<file path="src/rtl/seq_mult_pkg.sv">
// Shared types and helpers for the sequential multiplier / BCD window block.
package seq_mult_pkg;

    typedef enum logic [1:0] {IDLE, MULT, BCD, DONE} state_t;

    localparam logic [3:0] BLANK_DIGIT = 4'hF;

    // Ceiling log2, never below 1 so derived port widths stay legal.
    function automatic int clog2(input int value);
        int r;
        r = 0;
        while ((1 << r) < value) r++;
        return (r < 1) ? 1 : r;
    endfunction

endpackage

</file>
<file path="src/rtl/seq_mult_bcd_scroll_dabble.sv">
// Sequential double-dabble engine: load latches the binary word, each step adjusts then shifts one bit.
module dabble_seq
    import seq_mult_pkg::*;
#(
    parameter int BW   = 16,
    parameter int NDIG = 5
) (
    input  logic                clk,
    input  logic                rst,
    input  logic                load,
    input  logic                step,
    input  logic [BW-1:0]       bin,
    output logic [NDIG*4-1:0]   bcd
);

    logic [BW-1:0]      bin_reg;
    logic [NDIG*4-1:0]  bcd_reg;
    logic [NDIG*4-1:0]  bcd_adj;

    generate
        for (genvar gi = 0; gi < NDIG; gi++) begin : g_adj
            assign bcd_adj[gi*4 +: 4] = (bcd_reg[gi*4 +: 4] >= 4'd5)
                                      ? bcd_reg[gi*4 +: 4] + 4'd3
                                      : bcd_reg[gi*4 +: 4];
        end
    endgenerate

    always_ff @(posedge clk) begin
        if (rst) begin
            bin_reg <= '0;
            bcd_reg <= '0;
        end else if (load) begin
            bin_reg <= bin;
            bcd_reg <= '0;
        end else if (step) begin
            bcd_reg <= {bcd_adj[NDIG*4-2:0], bin_reg[BW-1]};
            bin_reg <= {bin_reg[BW-2:0], 1'b0};
        end
    end

    assign bcd = bcd_reg;

endmodule

</file>
<file path="src/rtl/seq_mult_bcd_scroll.sv">
// Signed shift-add multiplier feeding a sequential BCD converter, with a scrollable digit window.
// Optional LEADING_ZERO_BLANK_EN: blank window digits above the most significant nonzero digit.
module seq_mult_bcd_scroll
    import seq_mult_pkg::*;
#(
    parameter int W    = 8,
    parameter int NDIG = 5,
    parameter int WIN  = 3
) (
    input  logic                              clk,
    input  logic                              rst,
    input  logic                              start,
    input  logic [W-1:0]                      mp,
    input  logic [W-1:0]                      mc,
    input  logic                              scroll_l,
    input  logic                              scroll_r,
    output logic                              busy,
    output logic                              done,
    output logic                              sign,
    output logic [2*W-1:0]                    product,
    output logic [clog2(NDIG-WIN+1)-1:0]      win_pos,
    output logic [4*WIN-1:0]                  win_digits
);

    localparam int PW = clog2(NDIG-WIN+1);
    localparam int CW = clog2(2*W+1);
    localparam int IW = clog2(NDIG);
    localparam logic [PW-1:0] POS_MAX = PW'(NDIG-WIN);

    state_t              state_reg, state_next;
    logic [CW-1:0]       cnt_reg;
    logic [W-1:0]        mplier_reg;
    logic [2*W-1:0]      mcand_reg;
    logic [2*W-1:0]      acc_reg;
    logic [2*W-1:0]      acc_next;
    logic                sign_reg;
    logic [2*W-1:0]      product_reg;
    logic [NDIG*4-1:0]   digits_reg;
    logic [NDIG*4-1:0]   dabble_bcd;
    logic [PW-1:0]       pos_reg;
    logic [W-1:0]        mp_mag, mc_mag;
    logic                start_acc, mult_last, bcd_last;

    assign start_acc = start && ((state_reg == IDLE) || (state_reg == DONE));
    assign mult_last = (state_reg == MULT) && (cnt_reg == CW'(W-1));
    assign bcd_last  = (state_reg == BCD)  && (cnt_reg == CW'(2*W));
    assign mp_mag    = mp[W-1] ? (~mp + W'(1)) : mp;
    assign mc_mag    = mc[W-1] ? (~mc + W'(1)) : mc;
    assign acc_next  = acc_reg + (mplier_reg[0] ? mcand_reg : '0);

    always_ff @(posedge clk) begin
        if (rst) state_reg <= IDLE;
        else     state_reg <= state_next;
    end

    always_comb begin
        state_next = state_reg;
        case (state_reg)
            IDLE:    if (start) state_next = MULT;
            MULT:    if (mult_last) state_next = BCD;
            BCD:     if (bcd_last) state_next = DONE;
            DONE:    if (start) state_next = MULT;
            default: state_next = IDLE;
        endcase
    end

    // The last multiply step loads the converter with the final sum directly,
    // so BCD spends 2W shift cycles plus one cycle to publish the result.
    dabble_seq #(.BW(2*W), .NDIG(NDIG)) u_dabble (
        .clk  (clk),
        .rst  (rst),
        .load (mult_last),
        .step ((state_reg == BCD) && !bcd_last),
        .bin  (acc_next),
        .bcd  (dabble_bcd)
    );

    always_ff @(posedge clk) begin
        if (rst) begin
            cnt_reg     <= '0;
            mplier_reg  <= '0;
            mcand_reg   <= '0;
            acc_reg     <= '0;
            sign_reg    <= 1'b0;
            product_reg <= '0;
            digits_reg  <= '0;
        end else if (start_acc) begin
            cnt_reg    <= '0;
            mplier_reg <= mp_mag;
            mcand_reg  <= {{W{1'b0}}, mc_mag};
            acc_reg    <= '0;
            sign_reg   <= mp[W-1] ^ mc[W-1];
        end else begin
            case (state_reg)
                MULT: begin
                    acc_reg    <= acc_next;
                    mplier_reg <= {1'b0, mplier_reg[W-1:1]};
                    mcand_reg  <= {mcand_reg[2*W-2:0], 1'b0};
                    cnt_reg    <= mult_last ? '0 : cnt_reg + CW'(1);
                end
                BCD: begin
                    cnt_reg <= cnt_reg + CW'(1);
                    if (bcd_last) begin
                        product_reg <= sign_reg ? (~acc_reg + (2*W)'(1)) : acc_reg;
                        digits_reg  <= dabble_bcd;
                        if (acc_reg == '0) sign_reg <= 1'b0;
                    end
                end
                default: ;
            endcase
        end
    end

    always_ff @(posedge clk) begin
        if (rst || start_acc)
            pos_reg <= '0;
        else if (scroll_l && !scroll_r && (pos_reg != POS_MAX))
            pos_reg <= pos_reg + PW'(1);
        else if (scroll_r && !scroll_l && (pos_reg != '0))
            pos_reg <= pos_reg - PW'(1);
    end

    logic [3:0] shown [NDIG];

    generate
        for (genvar gi = 0; gi < NDIG; gi++) begin : g_shown
            if (gi == 0) begin : g_lsd
                assign shown[gi] = digits_reg[3:0];
            end else begin : g_upper
`ifdef LEADING_ZERO_BLANK_EN
                assign shown[gi] = (digits_reg[NDIG*4-1:gi*4] == '0)
                                 ? BLANK_DIGIT : digits_reg[gi*4 +: 4];
`else
                assign shown[gi] = digits_reg[gi*4 +: 4];
`endif
            end
        end

        for (genvar gi = 0; gi < WIN; gi++) begin : g_win
            logic [IW-1:0] idx;
            assign idx = IW'(pos_reg) + IW'(gi);
            assign win_digits[gi*4 +: 4] = shown[idx];
        end
    endgenerate

    assign busy    = (state_reg == MULT) || (state_reg == BCD);
    assign done    = (state_reg == DONE);
    assign sign    = sign_reg;
    assign product = product_reg;
    assign win_pos = pos_reg;

endmodule

</file>
<file path="config.mk">
export PLATFORM = sky130hd
export DESIGN_NAME = seq_mult_bcd_scroll
export DESIGN_NICKNAME = d
export VERILOG_FILES = /design/src/rtl/seq_mult_pkg.sv /design/src/rtl/seq_mult_bcd_scroll_dabble.sv /design/src/rtl/seq_mult_bcd_scroll.sv
export SDC_FILE = /design/constraint.sdc
export NUM_CORES = 1
export LEC_CHECK = 0
export CAP_MARGIN = 10
export CORE_UTILIZATION = 55
export CTS_CLUSTER_DIAMETER = 30
export DETAILED_ROUTE_END_ITERATION = 10
export PLACE_DENSITY = 0.86
export REMOVE_ABC_BUFFERS = 1
export SLEW_MARGIN = 40
export SYNTH_ARGS = -nofsm -noshare
export SYNTH_HDL_FRONTEND = slang
export SYNTH_SLANG_ARGS = --single-unit
</file>
<file path="constraint.sdc">
create_clock -name clk -period 3.6 [get_ports clk]
set_clock_uncertainty 0.2 [all_clocks]
set_input_delay 0.36 -clock clk [delete_from_list [all_inputs] [get_ports clk]]
set_output_delay 0.36 -clock clk [all_outputs]
set_load 0.01 [all_outputs]
</file>
==> reports/qor.csv <==
metric,value,unit
Min-Delay Path Class,primary input to register,
Die H,114,µm
Yosys reg bits,122,
top area cells in the synthesized netlist,"dfxtp_1 35%, nand2_1 7.3%, ha_1 6.7%",
# IOs,54,
fraction of registers with async set or reset after synthesis,0,%
Hold Fails Final Rpt,0,
power per cell area,570,nW/µm²
status,"complete, no violations",
Final Wtd Congestion,0.882,
first-pass GRT wire length,26.9,mm
Area Overhead vs Synth,18.7,%
Overall Global Routing Usage,25.9,%
cts bufs inserted,17,
core area,12200,µm²
Synth top area share,35.3,%
Worst Hold Launch,rst,
highest net fanout along the worst path,17,
total power,4.68,mW
Hold Crit Endpoint,state_reg[1],
"Top FF cell, synth",dfxtp_1,
die area,13000,µm²
RSZ-0062 raised after global routing,false,
vias per inst,5.70,
post-synthesis cell type count,55,
register area share after synthesis,35.3,%
worst vdd ir,0.410,mV
leakage,3.08,nW
worst r2r path cells,10,
clock transition at the registers of the reported paths,60,ps
fillers,960,
"Hold-fix buffers, CTS",0,
Initial Util,56.9,%
Final min period,3210,ps
largest net degree at the start of global routing,52,
DRT iter0 DRCs,463,
crit path capture type,output port,
DPL Wire Length,10.8,mm
Vias,6073,
storage element area,2440,µm²
CP cell instances,"ha_1, mux2_2, a21oi_1, o22ai_1, clkdlybuf4s50_1",
max-cap violations,0,
Worst Hold Depth,2,
slack of the worst reg-to-reg path,460,ps
cells after synthesis,854,
top-count cell post-synth,nand2_1,
cts repair resizes,0,
"top cells by count, synth","135 x nand2_1, 122 x dfxtp_1, 88 x nor2_1",
number of global-route vias before repair,5920,
footprint of the multi-input gates,4170,µm²
initial antenna violation count,0,
maximum clock frequency,311,MHz
critical path data required time,3040,ps
Rows,40,
Post-synth EDFFs,0,
gr ovfl total,0,
reg-to-reg endpoint,acc_reg[14],
number of setup violations in the final report,0,
CTS sink count,122,
Detail Route Antenna Nets,0,
Detailed Routing Iterations Pass 1,5,
relative slew slack,46.8,%
maximum buffer depth of the clock tree,2,
DRT Wirelength,15.9,mm
max-slew violations,0,
DRC,0,
n_diodes,0,
WP depth,5,
WS Path Type,register to output port,
Post-Syn Area,6920,µm²
setup ws final,388,ps
Mapped Avg Cell Area,8.10,µm²
Worst-Skew Late Latency,430,ps
WP buf/inv,1,
DR WL/cell,14.9,µm
Final Cycle Share,89.2,%
PortBufs,53,
biggest area consumer among synthesized cells,dfxtp_1,
Post-CTS Setup Bufs,0,
Chip Width,114,µm
htree depth,4,
share of post-route cells with drive strength above 1,7.68,%
CP max stage delay,640,ps
r2r startpoint,mplier_reg[0],
Synth Warn #,0,
"delay-heaviest family, CP",flip-flops,
"worst slack, placed",541,ps
worst path arrival time,2650,ps
worst-margin pin slew,791,ps
CTS tree,done,
"Slowest-stage cell, CP",dfxtp_1,
CP Launch Type,register,
Root Buffer Master,clkbuf_16,
nets@finish,944,
metal layers:
layer	vias up	track usage [%]	part of all wire, %
met5	-	0	0
met4	0	12.5	2.0
met3	32	6.03	4.2
met2	169	45.9	51
met1	2832	29.2	43
li1	3040	-	-
stage by stage:
| stage | instance area, µm² | hold WS, ps | std cells | TNS, ps | utilization (%) |
|---|---|---|---|---|---|
| after floorplan | 6690 | 225 | 801 | -425 | - |
| after global placement | 7520 | 248 | 1034 | 0 | 61.9 |
| after detailed placement | 7530 | 254 | 1034 | 0 | 61.9 |
| after CTS | 8210 | 194 | 1066 | 0 | 67.5 |
| after global routing | 8210 | 232 | 1066 | 0 | 67.5 |
| final | 8210 | 199 | 1066 | 0 | 67.5 |
final cells by class:
| class | instances | area share, % |
|---|---|---|
| Clock buffer | 20 | 5.68 |
| Multi-Input combinational cell | 653 | 50.8 |
| Clock inverter | 12 | 2.56 |
| Inverter | 26 | 1.19 |
| Tap cell | 168 | 2.56 |
| Timing Repair Buffer | 65 | 7.50 |
| Sequential cell | 122 | 29.7 |
report_power, final:
group	leakage, nW	total (mW)	switching (mW)	internal, mW
Clock	0.328	1.95	0.656	1.29
Combinational	1.77	1.15	0.700	0.455
Sequential	0.987	1.58	0.123	1.45
Total	3.08	4.68	1.48	3.20
worst max-delay path by stage:
stage / from / end / slack, ps
floorplan: state_reg[0] / u_dabble.bin_reg[13] / -80
global placement: mplier_reg[0] / acc_reg[14] / 590
detailed placement: mplier_reg[0] / acc_reg[14] / 540
CTS: win_pos[1] / win_digits[4] / 380
global route: win_pos[1] / win_digits[4] / 190
finish: win_pos[1] / win_digits[4] / 390
cell usage in the layout, fill, tap and decap left out, types with 11 or more instances in the layout:
| cell type | synthesis | final |
|---|---|---|
| buf_4 | 1 | 12 |
| clkbuf_16 | 0 | 17 |
| o21ai_0 | 30 | 30 |
| clkdlybuf4s50_1 | 0 | 52 |
| xor2_1 | 26 | 26 |
| nand2_1 | 135 | 135 |
| a211oi_1 | 34 | 34 |
| nor2_1 | 88 | 87 |
| a21oi_1 | 77 | 77 |
| nand2b_1 | 11 | 11 |
| mux2i_1 | 44 | 44 |
| and2_1 | 16 | 16 |
| dfxtp_1 | 122 | 122 |
| xnor2_1 | 28 | 28 |
| nand3_1 | 16 | 15 |
| inv_1 | 26 | 26 |
| ha_1 | 37 | 36 |
cells by family after synthesis:
kind of cell / after synthesis / share of synthesized area [%]
AND/OR/NAND/NOR: 315 / 20.6
XOR/XNOR: 54 / 6.83
buffers and inverters: 79 / 4.79
adder cells (fa/ha/maj): 38 / 6.98
AO/OA/AOI/OAI: 196 / 18.2
multiplexers: 50 / 7.34
flip-flops: 122 / 35.3
Power figures use the tool's default switching activity.
